<file path="src/rtl/qam_pkg.sv">
// Shared definitions for the QAM mapper: modulation codes, per-mode symbol
// geometry (bits per symbol, bits per axis) and the Gray-to-binary helper.
package qam_pkg;

  typedef logic [2:0] mod_t;

  localparam mod_t MOD_BPSK = 3'd0;
  localparam mod_t MOD_QPSK = 3'd1;
  localparam mod_t MOD_16   = 3'd2;
  localparam mod_t MOD_64   = 3'd3;
  localparam mod_t MOD_256  = 3'd4;
  localparam mod_t MOD_1024 = 3'd5;
  localparam mod_t MOD_4096 = 3'd6;

  // The reserved code 7 behaves as BPSK.
  function automatic mod_t mode_norm(input mod_t modtyp);
    return (modtyp > MOD_4096) ? MOD_BPSK : modtyp;
  endfunction

  function automatic logic [3:0] bps_of(input mod_t modtyp);
    case (modtyp)
      MOD_QPSK: return 4'd2;
      MOD_16:   return 4'd4;
      MOD_64:   return 4'd6;
      MOD_256:  return 4'd8;
      MOD_1024: return 4'd10;
      MOD_4096: return 4'd12;
      default:  return 4'd1;
    endcase
  endfunction

  function automatic logic [2:0] k_of(input mod_t modtyp);
    case (modtyp)
      MOD_16:   return 3'd2;
      MOD_64:   return 3'd3;
      MOD_256:  return 3'd4;
      MOD_1024: return 3'd5;
      MOD_4096: return 3'd6;
      default:  return 3'd1;
    endcase
  endfunction

  function automatic logic [5:0] gray2bin(input logic [5:0] g);
    logic [5:0] b;
    b[5] = g[5];
    for (int i = 4; i >= 0; i--) b[i] = b[i+1] ^ g[i];
    return b;
  endfunction

endpackage

</file>
<file path="src/rtl/qam_mapper_if.sv">
// Streaming bundle of the QAM mapper: word input, mode select, I/Q output and
// buffer status. The mapper takes the slave view, its environment the master.
interface qam_mapper_if #(
  parameter int DATA_W = 32,
  parameter int OUT_W  = 16
);
  logic [DATA_W-1:0]       data;
  logic                    data_valid;
  logic                    data_ready;
  logic [2:0]              modtyp;
  logic signed [OUT_W-1:0] inphase;
  logic signed [OUT_W-1:0] quadrature;
  logic                    sym_valid;
  logic                    sym_ready;
  logic                    dbufempt;

  modport master (
    output data, data_valid, modtyp, sym_ready,
    input  data_ready, inphase, quadrature, sym_valid, dbufempt
  );

  modport slave (
    input  data, data_valid, modtyp, sym_ready,
    output data_ready, inphase, quadrature, sym_valid, dbufempt
  );
endinterface

</file>
<file path="src/rtl/qam_level_map.sv">
// One constellation axis: k-bit field -> odd level scaled to OUT_W signed.
// Build option QAM_GRAY_EN selects Gray-coded mapping; otherwise natural binary.
module qam_level_map
  import qam_pkg::*;
#(
  parameter int OUT_W = 16
) (
  input  logic [5:0]              field,
  input  logic [2:0]              k,
  output logic signed [OUT_W-1:0] sample
);

  logic [5:0]              idx;
  logic signed [OUT_W-1:0] twice_idx;
  logic signed [OUT_W-1:0] peak;
  logic signed [OUT_W-1:0] level;

  always_comb begin
`ifdef QAM_GRAY_EN
    idx = gray2bin(field);
`else
    idx = field;
`endif
    twice_idx = OUT_W'({idx, 1'b0});
    peak      = OUT_W'((7'd1 << k) - 7'd1);
    level     = twice_idx - peak;
    // Shift by OUT_W-2-k keeps the peak below 2^(OUT_W-2) for every mode.
    sample    = level <<< (OUT_W - 2 - int'(k));
  end

endmodule

</file>
<file path="src/rtl/qam_mapper.sv">
// QAM symbol mapper (BPSK..4096-QAM): LSB-first bit buffer feeding a
// handshaked I/Q output register. Mapping order set by QAM_GRAY_EN.
module qam_mapper
  import qam_pkg::*;
#(
  parameter int DATA_W = 32,
  parameter int OUT_W  = 16
) (
  input logic         dclk,
  input logic         rst,
  qam_mapper_if.slave bus
);

  localparam int BUF_W  = 2 * DATA_W;
  localparam int FILL_W = $clog2(BUF_W + 1);

  logic [BUF_W-1:0]        buf_q, buf_d;
  logic [FILL_W-1:0]       fill_q, fill_d;
  mod_t                    mode_q, mode_d;
  logic signed [OUT_W-1:0] inphase_q, inphase_d;
  logic signed [OUT_W-1:0] quadrature_q, quadrature_d;
  logic                    sym_valid_q, sym_valid_d;

  logic [FILL_W-1:0]       bps;
  logic [FILL_W-1:0]       fill_mid;
  logic [2:0]              k;
  logic [5:0]              mask, field_i, field_q;
  logic signed [OUT_W-1:0] lvl_i, lvl_q;
  logic                    acc, ld;

  assign bus.data_ready = !rst && (fill_q <= FILL_W'(DATA_W));
  assign bus.dbufempt   = fill_q < bps;
  assign bus.inphase    = inphase_q;
  assign bus.quadrature = quadrature_q;
  assign bus.sym_valid  = sym_valid_q;

  qam_level_map #(.OUT_W(OUT_W)) u_map_i (.field(field_i), .k(k), .sample(lvl_i));
  qam_level_map #(.OUT_W(OUT_W)) u_map_q (.field(field_q), .k(k), .sample(lvl_q));

  // NOTE: every variable gets a default at the top of always_comb so that no
  // path leaves it unassigned and a latch is never inferred.
  always_comb begin
    k       = k_of(mode_q);
    bps     = FILL_W'(bps_of(mode_q));
    mask    = (6'd1 << k) - 6'd1;
    field_i = buf_q[5:0] & mask;
    field_q = 6'(buf_q >> k) & mask;

    acc = bus.data_valid && bus.data_ready;
    ld  = (fill_q >= bps) && (!sym_valid_q || bus.sym_ready);

    buf_d    = buf_q;
    fill_mid = fill_q;
    if (ld) begin
      buf_d    = buf_q >> bps;
      fill_mid = fill_q - bps;
    end
    // Bits above fill are always zero, so the new word can be OR-ed in place.
    if (acc) buf_d = buf_d | (BUF_W'(bus.data) << fill_mid);
    fill_d = fill_mid + (acc ? FILL_W'(DATA_W) : '0);

    mode_d = ((fill_q == '0) && !acc) ? mode_norm(bus.modtyp) : mode_q;

    inphase_d    = inphase_q;
    quadrature_d = quadrature_q;
    sym_valid_d  = sym_valid_q;
    if (ld) begin
      inphase_d    = lvl_i;
      quadrature_d = (mode_q == MOD_BPSK) ? '0 : lvl_q;
      sym_valid_d  = 1'b1;
    end else if (bus.sym_ready) begin
      sym_valid_d  = 1'b0;
    end
  end

  // NOTE: state registers use non-blocking assignments so every flop samples
  // the pre-edge values regardless of evaluation order.
  always_ff @(posedge dclk or posedge rst) begin
    if (rst) begin
      buf_q        <= '0;
      fill_q       <= '0;
      mode_q       <= MOD_BPSK;
      inphase_q    <= '0;
      quadrature_q <= '0;
      sym_valid_q  <= 1'b0;
    end else begin
      buf_q        <= buf_d;
      fill_q       <= fill_d;
      mode_q       <= mode_d;
      inphase_q    <= inphase_d;
      quadrature_q <= quadrature_d;
      sym_valid_q  <= sym_valid_d;
    end
  end

endmodule
</file>
<file path="src/flat_wrapper.sv">
// flat-port wrapper written by rule: the top's interface ports become plain ports
module qam_mapper_flat import qam_pkg::*;
#(
  parameter int DATA_W = 32,
  parameter int OUT_W  = 16
)
  (dclk, rst, bus_data, bus_data_valid, bus_modtyp, bus_sym_ready, bus_data_ready, bus_inphase, bus_quadrature, bus_sym_valid, bus_dbufempt);
  qam_mapper_if #(.DATA_W(DATA_W), .OUT_W(OUT_W)) bus_i ();
  input logic dclk;
  input logic rst;
  input wire logic [$bits(bus_i.data)-1:0] bus_data;
  input wire logic [$bits(bus_i.data_valid)-1:0] bus_data_valid;
  input wire logic [$bits(bus_i.modtyp)-1:0] bus_modtyp;
  input wire logic [$bits(bus_i.sym_ready)-1:0] bus_sym_ready;
  output wire logic [$bits(bus_i.data_ready)-1:0] bus_data_ready;
  output wire logic [$bits(bus_i.inphase)-1:0] bus_inphase;
  output wire logic [$bits(bus_i.quadrature)-1:0] bus_quadrature;
  output wire logic [$bits(bus_i.sym_valid)-1:0] bus_sym_valid;
  output wire logic [$bits(bus_i.dbufempt)-1:0] bus_dbufempt;
  assign bus_i.data = bus_data;
  assign bus_i.data_valid = bus_data_valid;
  assign bus_i.modtyp = bus_modtyp;
  assign bus_i.sym_ready = bus_sym_ready;
  assign bus_data_ready = bus_i.data_ready;
  assign bus_inphase = bus_i.inphase;
  assign bus_quadrature = bus_i.quadrature;
  assign bus_sym_valid = bus_i.sym_valid;
  assign bus_dbufempt = bus_i.dbufempt;
  qam_mapper #(.DATA_W(DATA_W), .OUT_W(OUT_W)) u_core (.dclk(dclk), .rst(rst), .bus(bus_i));
endmodule
</file>
<file path="config.mk">
export PLATFORM = sky130hd
export DESIGN_NAME = qam_mapper_flat
export DESIGN_NICKNAME = d
export VERILOG_FILES = /design/src/rtl/qam_pkg.sv /design/src/rtl/qam_mapper_if.sv /design/src/rtl/qam_level_map.sv /design/src/rtl/qam_mapper.sv /design/src/flat_wrapper.sv
export SDC_FILE = /design/constraint.sdc
export NUM_CORES = 1
export LEC_CHECK = 0
export CORE_MARGIN = 3
export CORE_UTILIZATION = 45
export DETAILED_ROUTE_END_ITERATION = 16
export GPL_TIMING_DRIVEN = 0
export HOLD_SLACK_MARGIN = 0.05
export PLACE_DENSITY = 0.65
export SYNTH_ARGS = -nofsm -noshare
export SYNTH_HDL_FRONTEND = slang
export SYNTH_SLANG_ARGS = --single-unit
</file>
<file path="constraint.sdc">
create_clock -name dclk -period 5.8 [get_ports dclk]
set_input_delay 1.16 -clock dclk [delete_from_list [all_inputs] [get_ports dclk]]
set_output_delay 1.16 -clock dclk [all_outputs]
set_load 0.02 [all_outputs]
</file>
== Word level (Yosys, flattened, before mapping) ==
Cells that the tools add are included.
Operators by class
  add/subtract/negate cells: 7
  $lt $le $gt $ge: 4
  eq/ne operators: 6
  shifts and indexed selects: 7
  muxes and demuxes: 10
  bitwise operators: 3
  reduce and logical (&&, ||, !) cells: 11
Operators by type and width (number)
  2-to-1 mux 64 bit: 2
  OR 64 bit: 1
  << shifter 32 x 7 -> 64 bit: 1
  >> shifter 64 x 3 -> 6 bit: 1
  >> shifter 64 x 4 -> 64 bit: 1
  <<< shifter 16 x 32 -> 16 bit: 2
  subtractor 8 x 16 -> 16 bit: 2
  one-hot mux 4 bit (6 select lines): 1
  2-to-1 mux 16 bit: 1
  << shifter 1 x 3 -> 16 bit, first input constant: 1
  subtractor 16 x 1 -> 16 bit, second input constant: 1
  one-hot mux 3 bit (5 select lines): 1
  AND 6 bit: 2
  equality test 3 bit, second input constant: 3
  adder 7 bit: 1
  >= comparator 7 x 4 -> 1 bit: 1
  <= comparator 7 x 6 -> 1 bit, second input constant: 1
  zero test 7 bit: 1
  less-than comparator 7 x 4 -> 1 bit: 1
  2-to-1 mux 7 bit: 1
  subtractor 7 x 4 -> 7 bit: 1
  equality test 3 x 2 -> 1 bit, second input constant: 2
  2-to-1 mux 6 bit: 1
  << shifter 1 x 3 -> 6 bit, first input constant: 1
  other kinds (11): 17
Word-level totals
  bits in registers: 107
  word-level logic and storage cells: 54

== Depth between registers and ports, before layout ==
  depth after elaboration: 8
  mapped depth: 21

== By module ==
From an unflattened synthesis, not the netlist that was laid out.
Second synthesis, totals
  cells, all modules: 1506
  area, all modules: 11827.6 um^2
By module, submodules not included
  qam_mapper: times used 1, cells each 1182, area an instance 9487.8 um^2, sequential area each 2677.6 um^2
  qam_level_map (u_core.u_map_i): times used 1, cells each 162, area an instance 1176.1 um^2, sequential area each 0.0 um^2
  qam_level_map (u_core.u_map_q): times used 1, cells each 162, area an instance 1163.6 um^2, sequential area each 0.0 um^2

== Worst setup path before layout ==
No wires, ideal clock.
  path kind: register -> register
  from: reg u_core.mode_q[2]
  to: reg u_core.quadrature_q[15] (netlist: u_core.bus.quadrature[15])
  library setup time: 0.077 ns
  data arrival time: 4.847 ns
  required time: 5.723 ns
  setup slack: 0.876 ns
  stages on the path, launching flop included: 22
  path buffers: 5
  path through: dfrtp_1 > clkbuf_1 > o21bai_1 > clkbuf_1 > inv_1 > clkbuf_1 > buf_1 > ha_1 > clkbuf_1 > nand2_1 > ha_1 > xor2_1 > ha_1 > nand3_1 > o21ai_0 > xnor2_1 > nor2_1 > a311oi_1 > a21o_1 > nor2_1 > o31a_1 > a21oi_1
Between the ends
  longest elaborated chain between the ends: 8
  elaborated cells between the ends (all ways): 21
  those cells by class: add/sub: 4; order compare: 1; eq/ne: 6; shift: 4; mux: 3; bitwise: 1; reduce/logical: 2
Ends and longest elaborated chain
  start, declared: RTL line qam_mapper.sv:19  | mod_t mode_q, mode_d;
  start signal, assigned: RTL line qam_mapper.sv:89  | mode_q <= mode_d;
  branches (longest 8 deep; another with subtractor 16 x 1 -> 16 bit)
  end signal, assigned: RTL line qam_mapper.sv:91  | quadrature_q <= quadrature_d;
  end, declared: RTL line qam_mapper.sv:21  | logic signed [OUT_W-1:0] quadrature_q, quadrature_d;
Several ways; the timed one is not identified.
A chain may end at the register's enable or synchronous reset.

== Final worst setup path ==
  from: reg u_core.mode_q[1]
  to: reg u_core.buf_q[36]
Between the ends
  longest elaborated chain between the ends: 8
  elaborated cells between the ends (all ways): 16
  those cells by class: add/sub: 1; order compare: 1; eq/ne: 6; shift: 2; mux: 4; bitwise: 1; reduce/logical: 1
Ends and longest elaborated chain
  equality test 3 bit, or another cell as far along: RTL line qam_pkg.sv:21  | case (modtyp)
  one-hot mux 4 bit (6 select lines) *: RTL line qam_pkg.sv:21
  >= comparator 7 x 4 -> 1 bit: RTL line qam_mapper.sv:50  | ld = (fill_q >= bps) && (!sym_valid_q || bus.sym_ready);
  logical AND 1 bit: RTL line qam_mapper.sv:50
  2-to-1 mux 7 bit: RTL line qam_mapper.sv:54  | if (ld) begin
  << shifter 32 x 7 -> 64 bit: RTL line qam_mapper.sv:59  | if (acc) buf_d = buf_d | (BUF_W'(bus.data) << fill_mid);
  OR 64 bit: RTL line qam_mapper.sv:59
  2-to-1 mux 64 bit *: RTL line qam_mapper.sv:59
  net u_core.buf_d[36]: RTL line qam_mapper.sv:17  | logic [BUF_W-1:0] buf_q, buf_d;
  end signal, assigned: RTL line qam_mapper.sv:87  | buf_q <= buf_d;
  end, declared: RTL line qam_mapper.sv:17
The timed path passes the listed nets; every way through them passes the cells marked *.

==> flow_summary.yaml <==
clock_tree:
  clk-insertion-delay-late_ns: 0.37
  h-tree-depth: 3
  tritoncts_clock_tree: "built"
  clockBufferDepth: 2
  cts_buffers: 9
  clock_tree.root_cell: "sky130_fd_sc_hd__clkbuf_16"
  clock_sink_count: 107
  postCtsHoldBufs: 0
  worst_setup_hold_path_clk_slew_ns: 0.08
floorplanning:
  floorplan.die.width_um: 166
  io-pin-count: 74
  core_region_area_um2: 24700
  placementRows: 57
  die_y_um: 166
  initial_utilization_pct: 46.7
  die-area_um2: 27600
job:
  drv_cap: 0
synthesis:
  synth.top_cells.by_area: "sky130_fd_sc_hd__dfrtp_1 (23%), sky130_fd_sc_hd__mux2i_1 (12%), sky130_fd_sc_hd__nand2_1 (5.1%)"
  synth_edf_count: 0
  yosys_register_bits: 107
  synth-main-ff-cell: "sky130_fd_sc_hd__dfrtp_1"
  syn-num-nets: 1546
  synthDistinctLibCells: 80
  register_area_share_after_synthesis_pct: 23.2
  yosys_warnings: 0
  ys_async_sr_fraction_pct: 100
  synth_cells: 1481
  post_synth_top_cells: "sky130_fd_sc_hd__nand2_1 (157), sky130_fd_sc_hd__nor2_1 (145), sky130_fd_sc_hd__mux2i_1 (140)"
  netlist.area_leader.share_pct: 23.2
  yosysMostFrequentCell: "sky130_fd_sc_hd__nand2_1"
  synthesis.area_um2: 11500
  mean_area_per_synthesized_cell_um2: 7.80
  leading_area_contributor_after_synthesis: "sky130_fd_sc_hd__dfrtp_1"
critical_path:
  reg2reg_to: "u_core.buf_q[36]$_DFF_PP0_"
  worst_setup_endpoint: "u_core.buf_q[36]$_DFF_PP0_"
  critPathArrivalTime_ns: 5.93
  crit_path_max_fanout: 10
  crit-reg2reg-launch: "u_core.mode_q[1]$_DFFE_PP0P_"
  reg2reg_setup_slack_ns: 0.12
  cp-start-kind: "flop"
  critical_path_class: "reg2reg"
  worst-r2r-cell-count: 16
  critical_path.endpoint_type: "flop"
  worstSetupStartpoint: "u_core.mode_q[1]$_DFFE_PP0P_"
  required_time_at_the_endpoint_of_the_critical_path_ns: 6.05
timing:
  slew_headroom_pct: 31.2
  post-route-period-util_pct: 97.9
  setup_violations: 0
  report.final.slew_viol_count: 0
  fin_skew_ns: 0.0125
  period_minus_slack_ns: 5.68
  slew_at_the_pin_closest_to_its_max_slew_limit_ns: 1.02
  f_max_mhz: 176
  finalHoldViolations: 0
  unrepaired_setup_endpoints_after_global_routing: "no"
  timing.setup.tns_ns: 0
place:
  routability_congestion_estimate_from_global_placement: 1.08
  port_buffers: 73
  dp_hpwl_um: 42700
global_routing:
  grt_pass1_wl_um: 80000
  grt_util_all_layers_pct: 37.5
  grt_antenna_before_repair: 1
  grt_max_degree: 68
  grt_overflow: 0
  grt_pass1_vias: 12384
min_path:
  worst_hold_path_type: "reg2reg"
finish:
  drive_above_1_share_pct: 9.03
  fin_nets: 1632
  area.growth.synth_to_final_pct: 14.1
  nFillCells: 2365
detailed_routing:
  drc_errors: 0
  route.detailed.vias_per_inst: 6.95
  totalWireLength_um: 53500
  count_of_vias_placed_by_the_detailed_router: 13183
  drt_iter0_markers: 2121
  ant_nets: 0
  dr.pass1.iters: 6
  post_drt_wl_per_cell_um: 28.2
outcome:
  outcome: "finished clean"
-- final cells by class --
type                            count  area, µm²  area share (%)
Tap cell                          324        405            3.08
Timing Repair Buffer               81        811            6.15
Buffer                            122        523            3.97
Sequential cell                   107       2680            20.3
Clock buffer                       10        229            1.74
Multi-Input combinational cell   1213       8340            63.3
Antenna cell                        1       2.50          0.0190
Inverter                           33        133            1.01
Clock inverter                      6       50.0           0.380
-- routing by layer --
metal | GRT usage (%) | part of all wire (%) | vias to the layer above
met1 | 51.1 | 40 | 6264
met4 | 19.2 | 6.1 | 2
li1 | - | - | 5756
met5 | 0 | 0.024 | -
met3 | 6.83 | 11 | 184
met2 | 56.9 | 43 | 977
-- metrics by stage --
| step | hold slack, ns | cells | worst slack [ns] | area (µm²) | utilization (%) |
|---|---|---|---|---|---|
| 2_1_floorplan | 0.501 | 1481 | 0.876 | 11500 | - |
| 3_3_place_gp | 0.469 | 1878 | -2.05 | 12700 | 51.2 |
| 3_5_place_dp | 0.471 | 1879 | -2.10 | 12700 | 51.4 |
| 4_1_cts | 0.492 | 1897 | 0.0170 | 13100 | 53.0 |
| 5_1_grt | 0.509 | 1896 | 0.0154 | 13200 | 53.2 |
| 6_report | 0.487 | 1897 | 0.123 | 13200 | 53.2 |
-- layout by cell type, fill, tap and decap left out, types with 13 or more instances in the layout --
cell	n
sky130_fd_sc_hd__o21ai_0	93
sky130_fd_sc_hd__dfrtp_1	107
sky130_fd_sc_hd__a211oi_1	38
sky130_fd_sc_hd__nand2_1	156
sky130_fd_sc_hd__nand3_1	37
sky130_fd_sc_hd__a211o_1	17
sky130_fd_sc_hd__a21oi_1	103
sky130_fd_sc_hd__a21o_1	13
sky130_fd_sc_hd__clkbuf_1	79
sky130_fd_sc_hd__buf_1	15
sky130_fd_sc_hd__nor2_1	144
sky130_fd_sc_hd__mux2i_1	137
sky130_fd_sc_hd__or3_1	22
sky130_fd_sc_hd__nor3_1	43
sky130_fd_sc_hd__inv_1	24
sky130_fd_sc_hd__a221o_1	20
sky130_fd_sc_hd__o211ai_1	56
sky130_fd_sc_hd__mux4_2	14
sky130_fd_sc_hd__clkdlybuf4s50_1	73
sky130_fd_sc_hd__mux2_2	22
sky130_fd_sc_hd__and2_1	25
sky130_fd_sc_hd__xnor2_1	15
sky130_fd_sc_hd__o221ai_1	25
sky130_fd_sc_hd__ha_1	25
-- critical path: stages, from the launching register on --
cell                       delay, ns
sky130_fd_sc_hd__dfrtp_1        0.57
sky130_fd_sc_hd__clkbuf_1       0.44
sky130_fd_sc_hd__clkbuf_1       0.49
sky130_fd_sc_hd__nand3_1        0.15
sky130_fd_sc_hd__nand2b_1       0.29
sky130_fd_sc_hd__ha_1           0.33
sky130_fd_sc_hd__nand4_1        0.12
sky130_fd_sc_hd__or3b_1         0.34
sky130_fd_sc_hd__buf_4          0.18
sky130_fd_sc_hd__o21a_1         0.22
sky130_fd_sc_hd__o21ai_0        0.39
sky130_fd_sc_hd__buf_2          0.31
sky130_fd_sc_hd__buf_1          0.50
sky130_fd_sc_hd__a211oi_1       0.13
sky130_fd_sc_hd__o21ai_0        0.55
sky130_fd_sc_hd__a21oi_1        0.19
sky130_fd_sc_hd__a211o_1        0.33
-- cell families after synthesis --
kind of cell	share of synthesized area [%]
XOR/XNOR	1.67
adder cells (fa/ha/maj)	2.88
AND/OR/NAND/NOR	19.8
AO/OA/AOI/OAI	29.5
buffers and inverters	5.62
flip-flops	23.2
multiplexers	17.4
-- registers in the layout, summed over array words and instances (netlist names) --
| signal | flops |
|---|---|
| u_core.bus.sym_valid | 1 |
| u_core.buf_q | 64 |
| u_core.mode_q | 3 |
| u_core.bus.quadrature | 16 |
| u_core.fill_q | 7 |
| u_core.bus.inphase | 16 |
-- worst min-delay path by stage --
stage	end	cells after the start	slack [ns]	startpoint
after detailed placement	u_core.bus.inphase[0]$_DFFE_PP0N_	1	0.47	u_core.bus.inphase[0]$_DFFE_PP0N_
final	u_core.bus.inphase[8]$_DFFE_PP0N_	2	0.49	u_core.bus.inphase[8]$_DFFE_PP0N_
after floorplan	u_core.buf_q[0]$_DFF_PP0_	2	0.50	u_core.buf_q[0]$_DFF_PP0_
after CTS	u_core.bus.quadrature[3]$_DFFE_PP0N_	1	0.49	u_core.bus.quadrature[3]$_DFFE_PP0N_
after global placement	u_core.bus.inphase[2]$_DFFE_PP0N_	1	0.47	u_core.bus.inphase[2]$_DFFE_PP0N_
after global routing	u_core.bus.inphase[0]$_DFFE_PP0N_	1	0.51	u_core.bus.inphase[0]$_DFFE_PP0N_
-- what timing repair did --
action | 4_1_cts | 5_1_grt
setup endpoints to repair | 101 | 75
cloned | 0 | 0
gates resized for setup | 28 | 22
hold endpoints to repair | 0 | 0
setup buffers | 5 | 2
pin swaps | 5 | 0
Power is left out: the tool's default activity adds up to more than one toggle a clock period on the data nets, which glitch-free logic cannot reach.
